## src/rtl/decodificador_barrido.sv

```systemverilog
// decodificador_barrido: registered index decoder with direct, strobe, auto-scan and hold modes
module decodificador_barrido #(
    parameter int ANCHO       = 4,
    parameter int NUM_SALIDAS = 16,
    parameter int ACTIVO_BAJO = 0,
    parameter int DIV_BARRIDO = 4
) (
    input  logic                   Reloj,
    input  logic                   Reset,
    input  logic                   Enable,
    input  logic [1:0]             Modo,
    input  logic [ANCHO-1:0]       Entrada,
    input  logic                   Cargar,
    output logic [NUM_SALIDAS-1:0] Salida,
    output logic [ANCHO-1:0]       Indice,
    output logic                   Valido,
    output logic                   Error
);
    typedef enum logic [1:0] {DIRECTO = 2'b00, PULSO = 2'b01, BARRIDO = 2'b10, RETENCION = 2'b11} modo_e;

    localparam logic [NUM_SALIDAS-1:0] INACTIVO = {NUM_SALIDAS{ACTIVO_BAJO != 0}};
    localparam logic [ANCHO:0]         LIMITE   = (ANCHO+1)'(NUM_SALIDAS);
    localparam logic [ANCHO-1:0]       ULTIMO   = ANCHO'(NUM_SALIDAS - 1);
    localparam logic [15:0]            TERMINAL = 16'(DIV_BARRIDO - 1);

    if (NUM_SALIDAS < 2 || NUM_SALIDAS > 2**ANCHO) begin : g_num_invalido
        $error("NUM_SALIDAS must lie in 2..2**ANCHO");
    end
    if (DIV_BARRIDO < 1 || DIV_BARRIDO > 65535) begin : g_div_invalido
        $error("DIV_BARRIDO must lie in 1..65535");
    end

    function automatic logic [NUM_SALIDAS-1:0] patron(input logic [ANCHO-1:0] i);
        return INACTIVO ^ (NUM_SALIDAS'(1) << i);
    endfunction

    modo_e                   modo_i, modo_q;
    logic [15:0]             presc_q, presc_d;
    logic [ANCHO-1:0]        indice_q, indice_d, siguiente;
    logic [NUM_SALIDAS-1:0]  salida_q, salida_d;
    logic                    valido_q, valido_d, error_q, error_d;
    logic                    en_rango, cambio, terminal, carga_ok;

    assign modo_i = modo_e'(Modo);

    // Next-state selection per mode; a mode change always restarts the prescaler
    always_comb begin
        en_rango  = {1'b0, Entrada} < LIMITE;
        cambio    = modo_i != modo_q;
        terminal  = presc_q == TERMINAL;
        carga_ok  = Cargar && en_rango;
        siguiente = (indice_q == ULTIMO) ? '0 : indice_q + 1'b1;
        indice_d  = indice_q;
        presc_d   = cambio ? '0 : presc_q;
        valido_d  = 1'b0;
        error_d   = 1'b0;
        case (modo_i)
            DIRECTO: begin
                indice_d = en_rango ? Entrada : indice_q;
                valido_d = en_rango;
                error_d  = !en_rango;
            end
            PULSO: begin
                indice_d = carga_ok ? Entrada : indice_q;
                valido_d = carga_ok;
                error_d  = Cargar && !en_rango;
            end
            BARRIDO: begin
                if (carga_ok) begin
                    indice_d = Entrada;
                    presc_d  = '0;
                end else if (!cambio) begin
                    indice_d = terminal ? siguiente : indice_q;
                    presc_d  = terminal ? '0 : presc_q + 16'd1;
                end
                valido_d = 1'b1;
                error_d  = Cargar && !en_rango;
            end
            default: valido_d = valido_q;
        endcase
        salida_d = (modo_i == RETENCION) ? salida_q : (valido_d ? patron(indice_d) : INACTIVO);
    end

    // State and output registers; Enable low blanks outputs but freezes index, prescaler and mode
    always_ff @(posedge Reloj) begin
        if (Reset) begin
            modo_q   <= DIRECTO;
            presc_q  <= '0;
            indice_q <= '0;
            salida_q <= INACTIVO;
            valido_q <= 1'b0;
            error_q  <= 1'b0;
        end else if (!Enable) begin
            salida_q <= INACTIVO;
            valido_q <= 1'b0;
            error_q  <= 1'b0;
        end else begin
            modo_q   <= modo_i;
            presc_q  <= presc_d;
            indice_q <= indice_d;
            salida_q <= salida_d;
            valido_q <= valido_d;
            error_q  <= error_d;
        end
    end

    assign Salida = salida_q;
    assign Indice = indice_q;
    assign Valido = valido_q;
    assign Error  = error_q;
endmodule

```

## config.mk

```make
export PLATFORM = sky130hd
export DESIGN_NAME = decodificador_barrido
export DESIGN_NICKNAME = d
export VERILOG_FILES = /design/src/rtl/decodificador_barrido.sv
export SDC_FILE = /design/constraint.sdc
export NUM_CORES = 1
export LEC_CHECK = 0
export ABC_CLOCK_PERIOD_IN_PS = 2700
export CAP_MARGIN = 20
export CORE_UTILIZATION = 49
export DETAILED_ROUTE_END_ITERATION = 12
export PLACE_DENSITY_LB_ADDON = 0.08
export SKIP_CTS_REPAIR_TIMING = 1
export SLEW_MARGIN = 10
export SYNTH_ARGS = -nofsm -noshare
export SYNTH_HDL_FRONTEND = slang
export SYNTH_SLANG_ARGS = --single-unit
```

## constraint.sdc

```tcl
create_clock -name Reloj -period 2.7 [get_ports Reloj]
set_input_delay 0.81 -clock Reloj [delete_from_list [all_inputs] [get_ports Reloj]]
set_output_delay 0.81 -clock Reloj [all_outputs]
set_load 0.01 [all_outputs]
```

==> results.tsv, run 1 <==
stage	metric	value	unit
finish	fill cell count	334	
power_and_ir_drop	Int Power	975	uW
flow_run	Max-Cap Viols	0	
detailed_routing	Avg Vias per Cell	6.16	
floorplanning	area of the core	0.00414	sq mm
placement	Final HPWL DP	4.31	mm
floorplanning	die height	68.9	um
finish	Layout area overhead	32.1	%
finish	final net count	338	
floorplanning	Top Ports	32	
clocking	clock slew at reported path FFs	0.08	ns
setup_path	Setup crit start	Modo[1]	
setup_path	capture point of the worst reg-to-reg path	Salida[7]$_SDFFE_PP0P_	
clocking	CTS Buf Count	5	
sta	skew final	0.00941	ns
detailed_routing	iteration-0 DRC count of the detailed router	258	
yosys	ranking of synthesized cells by area	dfxtp_1 (36%), nand2_1 (4.8%), nor2_1 (4.8%), o21ai_0 (3.9%), a311oi_1 (3.6%)	
power_and_ir_drop	switching share of power	27.9	%
yosys	sequential share of the synthesized area	35.6	%
finish	Multi-input gate area	0.00133	sq mm
finish	most common cell after layout, fill and taps aside	dfxtp_1	
clocking	clk buf depth	2	
sta	Max Clock Freq	383	MHz
detailed_routing	# DRC	0	
grt	first-pass GRT wire length	9.66	mm
clocking	H-tree Lvls	2	
min_path	HP Class	register to register	
setup_path	R2R Setup Slk	0.25	ns
clocking	TritonCTS Sinks	39	
power_and_ir_drop	P_sw	377	uW
yosys	distinct cell type count after synthesis	60	
detailed_routing	Routed Antenna Nets	0	
finish	non-filler cells, final	377	
yosys	Yosys top cell area share	35.6	%
clocking	Clock Latency Late Sink	0.31	ns
power_and_ir_drop	Combinational Power Share	17.7	%
setup_path	crit start category	input pin	
power_and_ir_drop	clock power share	37.9	%
floorplanning	DIE AREA	0.00475	sq mm
yosys	largest family of logic cells by synthesized area	compound AO/OA/AOI/OAI gates	
setup_path	WS Path Type	input pin to register	
status	status	complete, no violations	
setup_path	CP Capture Point	Salida[7]$_SDFFE_PP0P_	
power_and_ir_drop	Reg power frac	44.4	%
placement	Placer Congestion	0.925	
sta	Final Cycle Share	96.8	%
setup_path	CP Data Arrival Time	2.83	ns
yosys	synth warn	0	
sta	Final Worst Setup Slack	0.0858	ns
power_and_ir_drop	Pwr Density	466	mW/mm^2
detailed_routing	routed vias	2324	
yosys	Post-synth EDFFs	0	
clocking	CTS Root Cell	clkbuf_8	
finish	post-route design area	0.00290	sq mm
power_and_ir_drop	Leak	0.00102	uW
detailed_routing	total wire length	6.08	mm
sta	RSZ-0062 raised after global routing	yes	
yosys	Synth Area in Adders	1.14	%
floorplanning	DIE WIDTH	68.9	um
floorplanning	Initial Util	53.0	%
yosys	Synth Area in XOR/XNOR	1.14	%
yosys	FFs w/ async S/R, synth	0	%
grt	largest net degree at the start of global routing	20	
finish	commonest non-fill, non-tap cells in the layout	dfxtp_1 (39), buf_4 (37), clkdlybuf4s50_1 (30), nand2_1 (28), nor2_1 (27)	
setup_path	Req. time, crit path	2.92	ns
yosys	Synthesized Nets	282	
finish	# diodes	0	
grt	antenna violations before repair	0	
grt	All-Layer GR Usage	27.5	%
placement	Place WS	-0.253	ns
yosys	post-synthesis mux area share	2.85	%
sta	setup violators final	0	
floorplanning	# rows	23	
finish	Register Area	781	sq um
finish	final core utilization	70.0	%
yosys	Synth Area in Compound Gates	28.3	%
yosys	syn_area_per_cell	8.13	sq um
grt	vias in the first global route	1998	
yosys	post-synth top area cell	dfxtp_1	
clocking	CTS tree	built	
power_and_ir_drop	worst vdd ir	0.252	mV
detailed_routing	wire length per cell	16.1	um
sta	fin crit period	2.61	ns
yosys	ys flop type	dfxtp_1	
sta	final hold viol count	0	
yosys	Syn Inst Count	270	
yosys	simple-gate share of the synthesized area	25.4	%
placement	I/O Buffers	30	
setup_path	Worst Reg-to-Reg Cells	8	
yosys	synthesized cell area	0.00220	sq mm
placement	placed inst area	0.00274	sq mm
setup_path	CP Max Fanout	11	
finish	fraction of layout cells with a size suffix above 1	20.5	%
grt	grt ovf	0	
setup_path	worst r2r src	presc_q[0]$_SDFFE_PP0P_	
sta	Final Max Slew Viols	0	
detailed_routing	Pre-antenna DRT Iters	5	
power_and_ir_drop	power consumption	1350	uW
placement	dpl cells	368	
yosys	number of synthesized register bits	39	
setup_path	endpoint class of the critical path	register	
[critical path, stage by stage]
cell	delay, ns
clkdlybuf4s50_1	0.51
buf_6	0.16
or3b_4	0.40
o32a_1	0.33
o211ai_1	0.10
buf_4	0.17
nand2_1	0.10
o31ai_1	0.25
[power by group through the flow]
| stage | Clock, uW | Combinational (uW) | Sequential, uW |
|---|---|---|---|
| 3_3_place_gp | 0 | 222 | 613 |
| 2_1_floorplan | 0 | 124 | 612 |
| 5_1_grt | 538 | 259 | 602 |
| 6_report | 512 | 239 | 601 |
| 4_1_cts | 508 | 225 | 600 |
| 3_5_place_dp | 0 | 224 | 613 |
[per-layer routing]
metal,track usage [%],vias to the layer above,wire [um]
met4,6.12,0,49
met3,6.09,7,403
met1,40.5,1099,2880
li1,-,1122,-
met5,0,-,0
met2,40.0,96,2740
[worst min-delay path by stage]
stage,from,endpoint,cells past startpoint
floorplan,presc_q[12]$_SDFFE_PP0P_,presc_q[12]$_SDFFE_PP0P_,1
detailed placement,Salida[6]$_SDFFE_PP0P_,Salida[6]$_SDFFE_PP0P_,2
CTS,Salida[6]$_SDFFE_PP0P_,Salida[6]$_SDFFE_PP0P_,2
global route,Salida[8]$_SDFFE_PP0P_,Salida[8]$_SDFFE_PP0P_,1
finish,Salida[6]$_SDFFE_PP0P_,Salida[6]$_SDFFE_PP0P_,2
global placement,Salida[7]$_SDFFE_PP0P_,Salida[7]$_SDFFE_PP0P_,2
[area by class of cell]
type,instances,share of cell area (%)
repair buffers,68,20.3
clock buffers,5,2.37
well taps,50,2.16
flip-flops and latches,39,26.9
multi-input cells,206,45.9
inverters,6,0.777
clock inverters,3,1.51
[through the flow]
stage               hold WS (ns)  TNS (ns)
floorplan                  0.457         0
global placement           0.441     -3.25
detailed placement         0.440     -3.75
CTS                        0.459         0
global route               0.495   -0.0303
finish                     0.455         0
[cell usage after synthesis, types with 3 or more instances]
master    instances
o211ai_1          4
and3_1            3
a211oi_1          3
nor2b_1           4
nor2_1           28
inv_1             6
nand2_1          28
or3_1             3
nand3_1          12
nand2b_1          7
buf_2             3
a311oi_1          9
o21ai_0          17
nor4_1            3
a21oi_1          10
dfxtp_1          39
a32o_1            5
mux2i_1           4
clkbuf_1         12
nand4_1           5
a31oi_1           9
nor3_1            7
[logic make-up (layout without fill, tap and decap cells)]
family / after synthesis / in the layout
DFF: 39 / 39
and+or+nand+nor: 111 / 111
other: 1 / 1
muxes: 6 / 6
buffers and inverters: 25 / 82
xor gates and xnor gates: 2 / 2
adders and majority gates: 2 / 2
AOI/OAI and AO/OA: 84 / 84
[state kept, by name (all words and copies together), names as in the netlist]
name and cells:
Indice 4, Salida 16, Valido 1, modo_q 2, presc_q 16
Note: power is estimated with default switching activity, not from simulation.
==> run 2, diff against run 1 <==
--- a/config.mk
+++ b/config.mk
@@ -9,7 +9,7 @@
 export CAP_MARGIN = 20
 export CORE_UTILIZATION = 49
 export DETAILED_ROUTE_END_ITERATION = 12
-export PLACE_DENSITY_LB_ADDON = 0.08
+export PLACE_DENSITY = 0.76
 export SKIP_CTS_REPAIR_TIMING = 1
 export SLEW_MARGIN = 10
 export SYNTH_ARGS = -nofsm -noshare
==> results.tsv, run 2 (synthesis results as in run 1) <==
stage	metric	value	unit	change
floorplanning	die height	68.9	um	unchanged
sta	Final Cycle Share	96.0	%	-0.79 points
grt	first-pass GRT wire length	9.85	mm	+2.0%
power_and_ir_drop	Leak	0.00105	uW	+2.9%
finish	post-route design area	0.00293	sq mm	+0.91%
setup_path	crit start category	input pin		
placement	Placer Congestion	0.888		-3.9%
floorplanning	Top Ports	32		unchanged
detailed_routing	# DRC	0		unchanged
placement	placed inst area	0.00276	sq mm	+0.82%
clocking	CTS tree	built		
status	status	complete, no violations		
detailed_routing	wire length per cell	15.8	um	-1.9%
finish	fraction of layout cells with a size suffix above 1	20.1	%	-0.43 points
finish	Layout area overhead	33.3	%	
detailed_routing	M1 WL	2.66	mm	-7.7%
setup_path	Req. time, crit path	2.91	ns	about the same
power_and_ir_drop	power consumption	1350	uW	-0.49%
detailed_routing	iteration-0 DRC count of the detailed router	183		-29%
floorplanning	DIE AREA	0.00475	sq mm	unchanged
grt	grt ovf	0		unchanged
power_and_ir_drop	Pwr Density	460	mW/mm^2	-1.4%
grt	vias in the first global route	2115		+5.9%
floorplanning	Initial Util	53.0	%	unchanged
setup_path	CP Data Arrival Time	2.80	ns	-0.03 ns
sta	fin crit period	2.59	ns	-0.0215 ns
detailed_routing	total wire length	6.00	mm	-1.4%
floorplanning	area of the core	0.00414	sq mm	unchanged
grt	All-Layer GR Usage	28.0	%	+0.56 points
detailed_routing	Routed met2 length	2.92	mm	+6.4%
sta	final hold viol count	0		unchanged
floorplanning	# rows	23		unchanged
detailed_routing	Routed Antenna Nets	0		unchanged
finish	final net count	340		+0.59%
setup_path	WS Path Type	input pin to register		
clocking	clk buf depth	2		unchanged
clocking	CTS Buf Count	5		unchanged
detailed_routing	routed vias	2322		-0.086%
detailed_routing	Pre-antenna DRT Iters	4		-1
grt	antenna violations before repair	0		unchanged
sta	setup violators final	0		unchanged
sta	Max Clock Freq	386	MHz	+0.83%
clocking	TritonCTS Sinks	39		unchanged
clocking	H-tree Lvls	2		unchanged
sta	Final Max Slew Viols	0		unchanged
setup_path	CP Max Fanout	5		-6
finish	fill cell count	335		+0.30%
flow_run	Max-Cap Viols	0		unchanged
detailed_routing	metal3 WL	325	um	-19%
floorplanning	DIE WIDTH	68.9	um	unchanged
clocking	clock slew at reported path FFs	0.07	ns	about the same
clocking	CTS Root Cell	clkbuf_8		
sta	skew final	0.00869	ns	-0.000718 ns
grt	largest net degree at the start of global routing	20		unchanged
finish	most common cell after layout, fill and taps aside	buf_4		
min_path	HP Class	register to register		
setup_path	endpoint class of the critical path	register		
sta	RSZ-0062 raised after global routing	yes		
detailed_routing	Avg Vias per Cell	6.13		-0.61%
power_and_ir_drop	worst vdd ir	0.411	mV	+63%
placement	I/O Buffers	30		unchanged
placement	Final HPWL DP	4.37	mm	+1.3%
finish	commonest non-fill, non-tap cells in the layout	buf_4 (40), dfxtp_1 (39), clkdlybuf4s50_1 (29), nand2_1 (28), nor2_1 (28)		
detailed_routing	highest metal layer with signal wires	met4		
clocking	Clock Latency Late Sink	0.29	ns	-0.02 ns
finish	# diodes	0		unchanged
## run 2: layout make-up
class	count	area, sq um	area share [%]
Inverter	6	22.5	0.770
Sequential cell	39	781	26.7
Clock inverter	2	35.0	1.20
Timing Repair Buffer	70	603	20.6
Tap cell	50	62.6	2.14
Clock buffer	6	82.6	2.82
Multi-Input combinational cell	206	1340	45.8
## run 2: routing by layer
layer / up-vias / global-route usage, %
li1: 1127 / -
met1: 1112 / 36.1
met2: 70 / 46.7
met3: 13 / 5.26
met4: 0 / 9.18
met5: - / 0
## run 2: power by group
part	internal [uW]	switching [uW]	leakage [uW]
clock network	299	206	0.0000612
registers	585	15.6	0.000316
logic	112	127	0.000677
total	997	348	0.00105
## run 2: worst paths after layout
| kind | from | end | slack [ns] | cells after the start |
|---|---|---|---|---|
| max | Modo[1] | Salida[3]$_SDFFE_PP0P_ | 0.11 | 8 |
| min | Salida[11]$_SDFFE_PP0P_ | Salida[11]$_SDFFE_PP0P_ | 0.46 | 2 |
| max reg2reg | presc_q[0]$_SDFFE_PP0P_ | Salida[15]$_SDFFE_PP0P_ | 0.31 | 9 |
| min reg2reg | Salida[11]$_SDFFE_PP0P_ | Salida[11]$_SDFFE_PP0P_ | 0.46 | 2 |
## run 2: worst max-delay path, cell delays in order
cell and delay, ns:
clkdlybuf4s50_1 0.43, xor2_1 0.16, or2_1 0.28, or4_4 0.53
a31oi_4 0.19, buf_4 0.16, nand2_1 0.06, o21ai_0 0.15
## run 2: through the flow
stage | instances | TNS, ns | hold slack (ns) | setup slack (ns) | util (%)
final | 379 | 0 | 0.457 | 0.107 | 70.6
after global routing | 379 | -0.0180 | 0.487 | -0.0180 | 70.6
after CTS | 379 | 0 | 0.461 | 0.00660 | 69.5
after detailed placement | 371 | -4.91 | 0.443 | -0.269 | 66.6
after global placement | 371 | -3.73 | 0.448 | -0.219 | 66.6
after floorplan | 270 | 0 | 0.457 | 0.103 | -
==> run 3, diff against run 2 <==
--- a/config.mk
+++ b/config.mk
@@ -10,6 +10,7 @@
 export CORE_UTILIZATION = 49
 export DETAILED_ROUTE_END_ITERATION = 12
 export PLACE_DENSITY = 0.76
+export SETUP_SLACK_MARGIN = 0.02
 export SKIP_CTS_REPAIR_TIMING = 1
 export SLEW_MARGIN = 10
 export SYNTH_ARGS = -nofsm -noshare
==> results.tsv, run 3 (synthesis results as in run 1) <==
stage	metric	value	unit	change
detailed_routing	Routed Antenna Nets	0		unchanged
setup_path	R2R Setup Slk	0.30	ns	about the same
power_and_ir_drop	Pwr Density	460	mW/mm^2	about the same
floorplanning	die height	68.9	um	unchanged
setup_path	Top delay family on crit path	simple AND/OR/NAND/NOR gates		
min_path	HP Class	register to register		
status	status	complete, no violations		
detailed_routing	Pre-antenna DRT Iters	5		+1
finish	Layout area overhead	33.5	%	
floorplanning	DIE AREA	0.00475	sq mm	unchanged
finish	final net count	340		unchanged
power_and_ir_drop	Leak	0.00105	uW	+0.10%
grt	largest net degree at the start of global routing	20		unchanged
finish	fill cell count	335		unchanged
power_and_ir_drop	worst vdd ir	0.412	mV	+0.18%
setup_path	slowest CP cell	clkdlybuf4s50_1		
sta	Max Clock Freq	386	MHz	about the same
clocking	CTS tree	built		
clocking	CTS Buf Count	5		unchanged
clocking	TritonCTS Sinks	39		unchanged
grt	antenna violations before repair	0		unchanged
placement	Placer Congestion	0.888		unchanged
setup_path	Req. time, crit path	2.88	ns	-0.03 ns
setup_path	endpoint class of the critical path	register		
detailed_routing	# DRC	0		unchanged
sta	skew final	0.00885	ns	+0.000160 ns
placement	I/O Buffers	30		unchanged
grt	All-Layer GR Usage	28.0	%	unchanged
clocking	clock slew at reported path FFs	0.08	ns	about the same
setup_path	CP bufs+invs	2		unchanged
grt	vias in the first global route	2115		unchanged
detailed_routing	iteration-0 DRC count of the detailed router	229		+25%
sta	final hold viol count	0		unchanged
clocking	clk buf depth	2		unchanged
clocking	Clock Latency Late Sink	0.29	ns	about the same
setup_path	worst path cell trace	clkdlybuf4s50_1 > xor2_1 > buf_4 > nor2_1 > nand2b_1 > o221ai_2 > nor2b_1 > a32o_1		
floorplanning	# rows	23		unchanged
power_and_ir_drop	power consumption	1350	uW	+0.22%
sta	Final Cycle Share	96.0	%	about the same
grt	first-pass GRT wire length	9.85	mm	unchanged
detailed_routing	Avg Vias per Cell	6.10		-0.39%
floorplanning	DIE WIDTH	68.9	um	unchanged
floorplanning	Initial Util	53.0	%	unchanged
sta	setup violators final	0		unchanged
detailed_routing	routed vias	2313		-0.39%
floorplanning	Top Ports	32		unchanged
finish	fraction of layout cells with a size suffix above 1	20.7	%	+0.61 points
flow_run	Max-Cap Viols	0		unchanged
placement	Final HPWL DP	4.37	mm	unchanged
setup_path	CP Max Fanout	4		-1
clocking	H-tree Lvls	2		unchanged
detailed_routing	total wire length	6.00	mm	about the same
setup_path	crit start category	input pin		
detailed_routing	wire length per cell	15.8	um	about the same
sta	Final Max Slew Viols	0		unchanged
sta	RSZ-0062 raised after global routing	no		
finish	most common cell after layout, fill and taps aside	buf_4		
finish	# diodes	0		unchanged
floorplanning	area of the core	0.00414	sq mm	unchanged
grt	grt ovf	0		unchanged
setup_path	CP Data Arrival Time	2.78	ns	-0.02 ns
finish	commonest non-fill, non-tap cells in the layout	buf_4 (40), dfxtp_1 (39), clkdlybuf4s50_1 (29), nand2_1 (28), nor2_1 (28)		
clocking	CTS Root Cell	clkbuf_8		
setup_path	Max stage delay on crit path	0.43	ns	-0.10 ns
setup_path	WS Path Type	input pin to register		
sta	fin crit period	2.59	ns	-0.0000140 ns
sta	Hold WS	0.457	ns	+0.0000940 ns
-- run 3: cell count changes in the layout (fill, tap and decap cells not counted) --
cell     previous run  this run
nor2b_1             4         3
nor2b_2             0         1
o21ai_0            17        16
o21ai_1             0         1
or2_1               1         0
or2_4               0         1
-- run 3: worst min-delay path: cells and delay by family (launching register included) --
| kind | cells | cell delay [ns] |
|---|---|---|
| and+or+nand+nor | 1 | 0.04 |
| AOI/OAI and AO/OA | 1 | 0.05 |
| DFF | 1 | 0.33 |
-- run 3: through the flow --
stage	area [sq um]	setup TNS (ns)	setup slack [ns]	cells	util [%]
2_1_floorplan	2200	0	0.103	270	-
5_1_grt	2930	0	0.0264	379	70.7
4_1_cts	2880	0	0.00660	379	69.5
3_3_place_gp	2760	-3.73	-0.219	371	66.6
3_5_place_dp	2760	-4.91	-0.269	371	66.6
6_report	2930	0	0.107	379	70.7
-- run 3: worst paths after layout --
kind | startpoint | end | depth (start not counted)
min | Salida[11]$_SDFFE_PP0P_ | Salida[11]$_SDFFE_PP0P_ | 2
min reg2reg | Salida[11]$_SDFFE_PP0P_ | Salida[11]$_SDFFE_PP0P_ | 2
max | Modo[1] | Salida[15]$_SDFFE_PP0P_ | 8
max reg2reg | presc_q[0]$_SDFFE_PP0P_ | Salida[15]$_SDFFE_PP0P_ | 9
-- run 3: layout make-up --
type,instances,area [sq um],share of cell area [%]
clock buffers,6,82.6,2.82
clock inverters,2,35.0,1.20
inverters,6,22.5,0.768
multi-input cells,206,1350,45.9
flip-flops and latches,39,781,26.6
well taps,50,62.6,2.13
repair buffers,70,603,20.6
-- run 3: per-layer routing --
metal	GRT usage [%]	share of wire, %	up-vias
met2	46.7	49	64
met3	5.26	4.9	11
met1	36.1	45	1111
li1	-	-	1127
met5	0	0	-
met4	9.18	1.4	0
-- run 3: where the power goes --
group	internal (uW)	leakage, uW	switching [uW]	total (uW)
clock network	299	0.0000612	207	506
registers	585	0.000316	15.5	601
logic	114	0.000678	128	241
total	998	0.00105	350	1350
